`config.mk`:
```
export PLATFORM = sky130hd
export DESIGN_NAME = pipeline_hazard_ctrl
export DESIGN_NICKNAME = d
export VERILOG_FILES = /design/src/rtl/pipeline_hazard_ctrl.sv
export SDC_FILE = /design/constraint.sdc
export NUM_CORES = 1
export LEC_CHECK = 0
export ABC_AREA = 1
export CAP_MARGIN = 20
export CORE_ASPECT_RATIO = 1.5
export CORE_UTILIZATION = 49
export CTS_BUF_LIST = sky130_fd_sc_hd__clkbuf_16
export DETAILED_ROUTE_END_ITERATION = 8
export PLACE_DENSITY = 0.81
export SYNTH_ARGS = -nofsm -noshare
export SYNTH_HDL_FRONTEND = slang
export SYNTH_SLANG_ARGS = --single-unit
export TNS_END_PERCENT = 20
```
`constraint.sdc`:
```
create_clock -name clk -period 2.2 [get_ports clk]
set_clock_uncertainty 0.1 [all_clocks]
set_input_delay 0.55 -clock clk [delete_from_list [all_inputs] [get_ports clk]]
set_output_delay 0.55 -clock clk [all_outputs]
set_load 0.01 [all_outputs]
```
`src/rtl/pipeline_hazard_ctrl.sv`:
```
// Stall/flush sequencer for the 5-stage pipeline: data hazards, taken branches and SRAM waits.
// Define FORWARDING_EN when a forwarding unit exists (only load-use hazards then stall).
module pipeline_hazard_ctrl #(
    parameter int unsigned REG_ADDRESS_LEN = 4,
    parameter int unsigned MEM_TIMEOUT     = 15,
    parameter int unsigned PERF_CNT_LEN    = 16
) (
    input  logic                       clk,
    input  logic                       rst,
    input  logic [REG_ADDRESS_LEN-1:0] id_src1,
    input  logic [REG_ADDRESS_LEN-1:0] id_src2,
    input  logic                       id_src1_en,
    input  logic                       id_two_src,
    input  logic [REG_ADDRESS_LEN-1:0] ex_dest,
    input  logic                       ex_wb_en,
    input  logic                       ex_mem_read_en,
    input  logic [REG_ADDRESS_LEN-1:0] mem_dest,
    input  logic                       mem_wb_en,
    input  logic                       branch_taken,
    input  logic                       mem_req,
    input  logic                       mem_ready,
    output logic                       pc_freeze,
    output logic                       if_id_freeze,
    output logic                       if_id_flush,
    output logic                       id_ex_flush,
    output logic                       pipe_freeze,
    output logic                       mem_timeout_err,
    output logic [PERF_CNT_LEN-1:0]    stall_cycles
);

    typedef enum logic {StRun, StMemWait} state_e;

    state_e                  state_q, state_d;
    logic [7:0]              cnt_q, cnt_d;
    logic                    err_q, err_d;
    logic [PERF_CNT_LEN-1:0] stall_q, stall_d;
    logic                    timeout_hit;
    logic                    hz;

`ifdef FORWARDING_EN
    logic match1, match2;
    logic unused_mem;
    assign match1     = id_src1_en && (id_src1 == ex_dest);
    assign match2     = id_two_src && (id_src2 == ex_dest);
    assign hz         = ex_mem_read_en && ex_wb_en && (match1 || match2);
    assign unused_mem = ^{mem_dest, mem_wb_en};
`else
    logic ex_match, mem_match;
    logic unused_ld;
    // ALU results are not forwarded, so any pending writer in EX or MEM blocks ID.
    assign ex_match  = (id_src1_en && (id_src1 == ex_dest)) || (id_two_src && (id_src2 == ex_dest));
    assign mem_match = (id_src1_en && (id_src1 == mem_dest)) ||
                       (id_two_src && (id_src2 == mem_dest));
    assign hz        = (ex_wb_en && ex_match) || (mem_wb_en && mem_match);
    assign unused_ld = ex_mem_read_en;
`endif

    assign timeout_hit = (state_q == StMemWait) && (cnt_q == 8'(MEM_TIMEOUT));

    always_comb begin
        pipe_freeze = ((state_q == StRun) && mem_req && !mem_ready) ||
                      ((state_q == StMemWait) && !mem_ready && !timeout_hit);
        pc_freeze    = 1'b0;
        if_id_freeze = 1'b0;
        if_id_flush  = 1'b0;
        id_ex_flush  = 1'b0;
        // EX is held during a memory freeze, so branch/hazard are re-evaluated afterwards.
        if (pipe_freeze) begin
            pc_freeze    = 1'b1;
            if_id_freeze = 1'b1;
        end else if (branch_taken) begin
            if_id_flush = 1'b1;
            id_ex_flush = 1'b1;
        end else if (hz) begin
            pc_freeze    = 1'b1;
            if_id_freeze = 1'b1;
            id_ex_flush  = 1'b1;
        end
    end

    always_comb begin
        state_d = state_q;
        cnt_d   = cnt_q;
        err_d   = err_q;
        stall_d = stall_q;
        unique case (state_q)
            StRun: begin
                if (mem_req && !mem_ready) begin
                    state_d = StMemWait;
                    cnt_d   = 8'd1;
                end
            end
            StMemWait: begin
                if (mem_ready) begin
                    state_d = StRun;
                    cnt_d   = 8'd0;
                end else if (timeout_hit) begin
                    state_d = StRun;
                    cnt_d   = 8'd0;
                    err_d   = 1'b1;
                end else begin
                    cnt_d = cnt_q + 8'd1;
                end
            end
            default: state_d = StRun;
        endcase
        if ((pc_freeze || pipe_freeze) && (stall_q != '1)) begin
            stall_d = stall_q + 1'b1;
        end
    end

    always_ff @(posedge clk) begin
        if (!rst) begin
            state_q <= StRun;
            cnt_q   <= 8'd0;
            err_q   <= 1'b0;
            stall_q <= '0;
        end else begin
            state_q <= state_d;
            cnt_q   <= cnt_d;
            err_q   <= err_d;
            stall_q <= stall_d;
        end
    end

    assign mem_timeout_err = err_q;
    assign stall_cycles    = stall_q;

endmodule

```
# Yosys cells after proc, flatten, opt, wreduce, memory -nomap -nowiden
# Cells that the tools add are included.
# Widths: inputs -> output; s select.
[totals] word_cells=51 mem_bits_rw=0 latchBits=0 mem_count=0 ff_bits=26 rom_bits=0 input_bits=26 out_inout_bits=22
[classes] add_sub_neg=2 multipliers=0 n_div=0 n_bitwise=2 n_reduce_logical=21 order_cmp=0 n_mux=15 eq_ne=7 n_shift=0
[op_table] cell="$mux 8" n=3
[op_table] cell="$add 16x1->16 const B" n=1
[op_table] cell="$eq 4x4->1" n=4
[op_table] cell="$ne 16x16->1 const B" n=1
[op_table] cell="$pmux 8 s2" n=1
[op_table] cell="$logic_and 1x1->1" n=13
[op_table] cell="$mux 1" n=10
[op_table] cell="$add 8x1->8 const B" n=1
[op_table] cell="$eq 8x4->1 const B" n=1
[op_table] cell="$logic_or 1x1->1" n=5
[op_table] cell="$reduce_and 3->1" n=1
[op_table] cell="$logic_not 1->1" n=2
[op_table] cell="$ne 2x1->1 const B" n=1
[op_table] cell="$not 1->1" n=2
[op_table] cell="$pmux 1 s2" n=1

# Longest topological paths before layout
# Gate-level depths: netlist of run 1.
[logic_depth] depth_word=10 mapped_depth=14 depth_no_buf=12

# Worst setup path after synthesis of run 1
# No wires, ideal clock.
[synth_timing] path_type="input port to output port" startpoint="in mem_ready" endpoint="out pc_freeze" cell_stages=9 path_buffers=2 path_slack_ns=0.041 arrival_ns=1.509 required_time_ns=1.550 cell_sequence="nor2_4 > inv_1 > nor2_2 > nor2_4 > nand2_1 > buf_4 > nand2_1 > inv_1 > buf_4"
[synth_via] elab_chain_cells=5 elab_cells_between_ends=6 classes_between="mux (1); reduce/logical (5)"
[synth_lines] item="from (decl)" line="21" rtl="input logic mem_ready,"
[synth_lines] item="$logic_not 1->1 (*)" line="61, 62"
[synth_lines] item="$logic_and 1x1->1 (2 in a row)" line="62" rtl="((state_q == StMemWait) && !mem_ready && !timeout_hit);"
[synth_lines] item="$logic_or 1x1->1 (*)" line="61" rtl="pipe_freeze = ((state_q == StRun) && mem_req && !mem_ready) ||"
[synth_lines] item="$mux 1 (*)"
[synth_lines] item="to (decl)" line="22" rtl="output logic pc_freeze,"
# Every way passes the cells marked *; elsewhere a longest branch is shown, timed or not.

# Worst setup path in the final report of run 1
[layout_timing] startpoint="reg cnt_q[1]" endpoint="out if_id_freeze"
[layout_via] elab_chain_cells=6
[layout_lines] item="from (decl)" line="34" rtl="logic [7:0] cnt_q, cnt_d;"
[layout_lines] item="from (signal assigned)" line="120" rtl="cnt_q <= cnt_d;"
[layout_lines] item="$eq 8x4->1" line="58" rtl="assign timeout_hit = (state_q == StMemWait) && (cnt_q == 8'(MEM_TIMEOUT));"
[layout_lines] item="$logic_and 1x1->1" line="58"
[layout_lines] item="$logic_not 1->1" line="62"
[layout_lines] item="$logic_and 1x1->1" line="62"
[layout_lines] item="$logic_or 1x1->1" line="61"
[layout_lines] item="$mux 1" line="68" rtl="if (pipe_freeze) begin"
[layout_lines] item="to (decl)" line="23" rtl="output logic if_id_freeze,"
# Every way passes these cells.

==> results.ini, run 1 <==
[global_routing]
grt.overflow.total = 0
grt_pass1_vias = 1835
antenna_found_initial = 0
grt_max_degree = 20
track_usage_pct = 23.1
grt_pass1_wl_um = 7210

[cells_and_area]
insertedDiodeCount = 0
drive_gt1_share_pct = 20.8
final_util_pct = 71.1
multi_input_area_sq_mm = 0.00108
stdcell_area_sq_mm = 0.00248
final-seq-area_sq_um = 523
syn_to_final_growth_pct = 36.4
fill_cells = 297
layout.nets = 396

[synthesis]
synth_fp_nets = 329
ys_seq_elements = 26
ys_async_sr_fraction_pct = 0
synth_area_sq_mm = 0.00182
synth_flop_cell = dfxtp_1
syn_inst = 301
synth_edf_count = 0
synth_cell_types = 27
synth_warnings = 0
syn_avg_cell_area_sq_um = 6.03
yosysSeqAreaShare_pct = 28.7

[timing]
grt_setup_unrepaired = true
period_share_pct = 98.1
max_slew_margin_pct = 77.1
min_period_ns = 2.16
holdWs_ns = 0.371
hold_viol_final = 0
setup_ws_ns = 0.0417
finalSetupViolations = 0
drv_slew = 0
fmax_mhz = 463
tightest_slew_ns = 0.341

[flow_run]
maxCapViolations = 0

[drt]
drcViolationCount = 0
ant_nets = 0
dr.pass1.iters = 4
wl_um = 4300
dr_total_vias = 1963
vias_per_cell = 4.81
drtIter0Drc = 51
wl_per_cell_um = 10.5

[power_and_ir_drop]
power-per-cell-area_mw_per_mm2 = 478
ir_drop_uv = 482
combPwrFrac_pct = 23.3
clkPwrFrac_pct = 33.8
swShare_pct = 27.5
power.leakage_nw = 1.24
power_frac_seq_pct = 42.9
p_sw_mw = 0.325
internal-power_mw = 0.857

[setup_path]
cp_data_required_time_ns = 1.55
critPathLaunchType = register
cp_max_fo = 4
crit_cells = 9
startpoint = cnt_q[1]
path_buf_inv = 2
endpoint_kind = primary output
cp_data_arrival_time_ns = 1.51
r2r_slack_ns = 0.32
cp_common_cell = nor2_4
r2r_cells = 9
slowest_stage = dfxtp_2
r2r_start = stall_cycles[0]
crit_type = register to primary output
critPathMaxStageDelay_ns = 0.35
path_cells = ha_4, nand3_4, nor2_4, nor2_4, nor2_4, nand2_2, nand2_2, inv_2, buf_6
critPathTopFamily = simple AND/OR/NAND/NOR gates
rr_endpoint = stall_cycles[12]

[outcome]
outcome = completed

[hold_path]
hold_path_end = cnt_q[7]
hold_depth = 2
hold_class = register to register
hp-start = cnt_q[7]

[clock_network]
cts.clk_slew.worst_paths_ns = 0.06
clk_latency_ns = 0.26
cts_tree = done
root_buffer = clkbuf_16
cts_buffers = 3
cts_sinks = 26
cts_htree_levels = 1
clk_path_buf_depth = 2

[floorplanning]
die_w_um = 51.7
die_h_um = 76.6
io_pins = 48
core-area_sq_mm = 0.00348
die-area_sq_mm = 0.00396
initial_core_util_pct = 52.2
row_count = 26

[placed_design]
place_ws_ns = -0.801
gp_congestion = 0.844
dp_hpwl_um = 3200
place_area_sq_mm = 0.00240
portBuffers = 46

-- cells in the mapped netlist (2+ instances only) --
| library cell | n | share of area (%) |
|---|---|---|
| nand2_1 | 91 | 19 |
| inv_1 | 52 | 11 |
| nor2_1 | 48 | 9.9 |
| dfxtp_1 | 26 | 29 |
| nand3_1 | 18 | 5.0 |
| nand4_1 | 13 | 4.5 |
| xor2_1 | 7 | 3.4 |
| a21oi_1 | 5 | 1.4 |
| nor3_1 | 5 | 1.4 |
| o21ai_0 | 5 | 1.4 |
| nor2_2 | 4 | 1.4 |
| xnor2_1 | 4 | 1.9 |
| buf_6 | 3 | 1.9 |
| nand3_2 | 3 | 1.7 |
| buf_4 | 2 | 0.83 |
| ha_1 | 2 | 1.4 |
| nor2_4 | 2 | 1.2 |
| nor4_1 | 2 | 0.69 |
-- layer usage --
| layer | global-route usage [%] | wire, um | up-vias |
|---|---|---|---|
| met4 | 9.19 | 93 | 0 |
| met2 | 42.3 | 2220 | 57 |
| met1 | 24.8 | 1770 | 844 |
| met3 | 4.19 | 206 | 9 |
| met5 | 0 | 0 | - |
| li1 | - | - | 1053 |
-- flip-flops by register name, summed over array words and instances, names as in the netlist --
register         flops
mem_timeout_err      1
cnt_q                8
stall_cycles        16
state_q              1
-- tightest hold or removal path, cell delays in order (launching register included) --
cell and delay, ns:
dfxtp_1 0.32, nand2_1 0.06, a21oi_1 0.05
-- layout by cell type (no fill, tap or decap), drive strengths merged --
| cell type | count |
|---|---|
| dlygate4sd2 | 4 |
| o21ai | 5 |
| clkinv | 1 |
| clkbuf | 11 |
| nor4 | 2 |
| nand4 | 14 |
| clkdlybuf4s15 | 1 |
| clkdlybuf4s50 | 21 |
| inv | 53 |
| nand2 | 91 |
| dfxtp | 26 |
| xnor2 | 4 |
| nor3 | 5 |
| ha | 2 |
| nand3 | 21 |
| a221oi | 1 |
| a31oi | 1 |
| nor3b | 1 |
| buf | 35 |
| or2 | 1 |
| a21oi | 5 |
| nor2 | 54 |
| xor2 | 7 |
-- cell families after synthesis --
kind of cell | after synthesis | synth area share, %
compound gates | 12 | 3.58
xor+xnor | 11 | 5.31
fa+ha+maj | 2 | 1.38
buf+inv | 61 | 15.1
flops | 26 | 28.7
simple gates | 189 | 46.0
-- area by class of cell --
| cell class | instances | share of cell area (%) |
|---|---|---|
| multi-input combinational | 214 | 43.7 |
| tap | 42 | 2.12 |
| clock buffer | 3 | 3.03 |
| timing repair buffer | 69 | 21.9 |
| inverter | 54 | 8.19 |
| sequential | 26 | 21.1 |
-- power groups by stage --
stage          Sequential [mW]  Combinational [mW]  Clock, mW
2_1_floorplan            0.520               0.155          0
3_3_place_gp             0.516               0.274          0
3_5_place_dp             0.516               0.278          0
4_1_cts                  0.507               0.276      0.403
5_1_grt                  0.509               0.311      0.420
6_report                 0.507               0.276      0.399
-- what timing repair did --
action	CTS	global route
hold buffers	0	0
pin swaps	23	12
setup endpoints to repair	12	12
buffers inserted	2	2
resized for setup	89	17
-- how the worst max path moves through the flow --
stage	end	slack, ns
finish	if_id_freeze	0.04
global route	if_id_freeze	-0.05
CTS	if_id_freeze	0.0004
detailed placement	if_id_freeze	-0.80
global placement	pc_freeze	-0.77
floorplan	pc_freeze	0.04
-- through the flow --
stage	setup TNS, ns	cells	power [mW]
4_1_cts	0	406	1.19
6_report	0	408	1.18
3_3_place_gp	-7.00	401	0.790
5_1_grt	-0.153	408	1.24
2_1_floorplan	0	301	0.675
3_5_place_dp	-7.89	401	0.794
Note: power is estimated with default switching activity, not from simulation.
==> inputs of run 2 (changes only) <==
- CORE_UTILIZATION: 49 -> 44
- PLACE_DENSITY: 0.81 -> 0.76
- REMOVE_ABC_BUFFERS: not set -> 1
- clock period: 2.2 -> 1.9 ns (I/O delays scaled with it)
==> run 2 against run 1 <==
  * Clock power increased by 16%
  * Setup slack got worse by 0.27 ns
  * Sequential share of layout area down 1.3 points
  * Sequential power grew 15%
  * Non-clock buffer count grew 11
  * Highest routed layer unchanged
  * Routed wire length up 0.72%
  * Combinational power grew 27%
  * The run now ends with setup timing left
==> results.ini, run 2 (same netlist as run 1, synthesis figures left out) <==
[power_and_ir_drop]
combPwrFrac_pct = 25.1  ; +1.8 points
internal-power_mw = 1.01  ; +18%
ir_drop_uv = 592  ; +23%
swShare_pct = 27.5  ; -0.056 points
power-per-cell-area_mw_per_mm2 = 531  ; +11%
power.leakage_nw = 1.31  ; +6.1%
p_sw_mw = 0.384  ; +18%
power_frac_seq_pct = 41.7  ; -1.2 points
finalPower_mw = 1.40  ; +18%
clkPwrFrac_pct = 33.2  ; -0.6 points

[setup_path]
startpoint = cnt_q[1]
crit_type = register to primary output
critPathMaxStageDelay_ns = 0.36  ; about the same
critPathTopFamily = simple AND/OR/NAND/NOR gates
slowest_stage = dfxtp_2
cp_data_arrival_time_ns = 1.55  ; +0.04 ns
r2r_cells = 12  ; +3
endpoint_kind = primary output
crit_cells = 9  ; unchanged
cp_common_cell = nor2_4
cp_data_required_time_ns = 1.32  ; -0.23 ns
cp_max_fo = 4  ; unchanged
path_cells = ha_4, nand3_4, nor2_4, nor2_4, nor2_4, nand3_2, nand2_2, inv_2, buf_6
r2r_start = cnt_q[1]
critPathLaunchType = register
path_buf_inv = 2  ; unchanged

[hold_path]
hold_class = register to register
hp-start = mem_timeout_err
hold_depth = 2  ; unchanged

[floorplanning]
core-area_sq_mm = 0.00396  ; +14%
initial_core_util_pct = 45.9  ; -6.3 points
die_h_um = 80.7  ; +5.4%
row_count = 28  ; +7.7%
die_w_um = 54.4  ; +5.3%
io_pins = 48  ; unchanged
die-area_sq_mm = 0.00439  ; +11%

[clock_network]
hold_buffers = 0  ; unchanged
cts_buffers = 3  ; unchanged
root_buffer = clkbuf_16
cts_htree_levels = 1  ; unchanged
cts_sinks = 26  ; unchanged
clk_latency_ns = 0.26  ; about the same
cts.clk_slew.worst_paths_ns = 0.06  ; about the same
clk_path_buf_depth = 2  ; unchanged
cts_tree = done

[cells_and_area]
drive_gt1_share_pct = 20.2  ; -0.61 points
syn_to_final_growth_pct = 45.0
fill_cells = 370  ; +25%
largest_reg_flops = 16  ; unchanged
final-seq-area_sq_um = 523  ; unchanged
multi_input_area_sq_mm = 0.00110  ; +1.7%
final_cell_mix = nand2_1 (86), inv_1 (47), nor2_1 (46)
layout_commonest_cell = nand2_1
insertedDiodeCount = 0  ; unchanged
layout.nets = 407  ; +2.8%

[drt]
dr.pass1.iters = 4  ; unchanged
vias_per_cell = 4.82  ; +0.18%
wl_um = 4330  ; +0.72%
drcViolationCount = 0  ; unchanged
drtIter0Drc = 44  ; -14%
ant_nets = 0  ; unchanged
wl_per_cell_um = 10.3  ; -2.6%
dr_total_vias = 2034  ; +3.6%

[timing]
setup_ws_ns = -0.227  ; -0.269 ns
hold_viol_final = 0  ; unchanged
fin_setup_tns_ns = -0.981  ; -0.981 ns
finalSetupViolations = 5  ; +5
min_period_ns = 2.13
fmax_mhz = 470
drv_slew = 0  ; unchanged
period_share_pct = 112
grt_setup_unrepaired = true
tightest_slew_ns = 0.298  ; -0.0428 ns
max_slew_margin_pct = 79.9  ; +2.8 points

[global_routing]
grt_max_degree = 20  ; unchanged
grt.overflow.total = 0  ; unchanged
grt_pass1_vias = 1795  ; -2.2%
antenna_found_initial = 0  ; unchanged
grt_pass1_wl_um = 6890  ; -4.5%
track_usage_pct = 20.5  ; -2.7 points

[placed_design]
gp_congestion = 0.828  ; -1.9%
dp_hpwl_um = 3320  ; +3.8%
portBuffers = 46  ; unchanged
place_ws_ns = -0.929  ; -0.128 ns

[outcome]
violations = setup timing
outcome = finished, violations left

[flow_run]
maxCapViolations = 0  ; unchanged

## run 2: area by class of cell
| type | instances | share of cell area (%) |
|---|---|---|
| multi-input cells | 214 | 41.8 |
| repair buffers | 80 | 25.7 |
| flip-flops and latches | 26 | 19.9 |
| inverters | 54 | 7.70 |
| clock buffers | 3 | 2.85 |
| well taps | 45 | 2.14 |
## run 2: stage by stage
stage / cell area (sq um) / utilization (%) / hold WS (ns) / instances
after floorplan: 1740 / - / 0.352 / 294
after global placement: 2460 / 62.2 / 0.353 / 412
after detailed placement: 2460 / 62.2 / 0.366 / 412
after CTS: 2580 / 65.1 / 0.381 / 418
after global routing: 2630 / 66.5 / 0.402 / 422
final: 2630 / 66.5 / 0.375 / 422
## run 2: what timing repair did
action | CTS | global route
pin swaps | 12 | 7
gates resized for setup | 65 | 23
setup buffers | 3 | 4
endpoints found under the setup margin | 22 | 18
## run 2: path summary, 6_finish.rpt
check                           to  slack, ns
setup / recovery      if_id_freeze      -0.23
hold reg to reg    mem_timeout_err       0.38
hold / removal     mem_timeout_err       0.38
setup reg to reg  stall_cycles[10]       0.01
## run 2: per-layer routing
metal | wire length, um | GRT usage (%)
met3 | 146 | 2.84
met1 | 1780 | 23.0
met2 | 2340 | 37.4
met5 | 0 | 0
met4 | 61 | 6.41
## run 2: power groups by stage
stage               sequential (mW)  clock, mW  combinational [mW]
finish                        0.584      0.464               0.351
global route                  0.586      0.490               0.390
CTS                           0.584      0.468               0.332
detailed placement            0.595          0               0.337
global placement              0.594          0               0.332
floorplan                     0.602          0               0.148
## run 2: worst min-delay path, cell delays in order, from the launching register on
cell	delay [ns]
dfxtp_1	0.33
a21oi_1	0.04
nor2_1	0.07
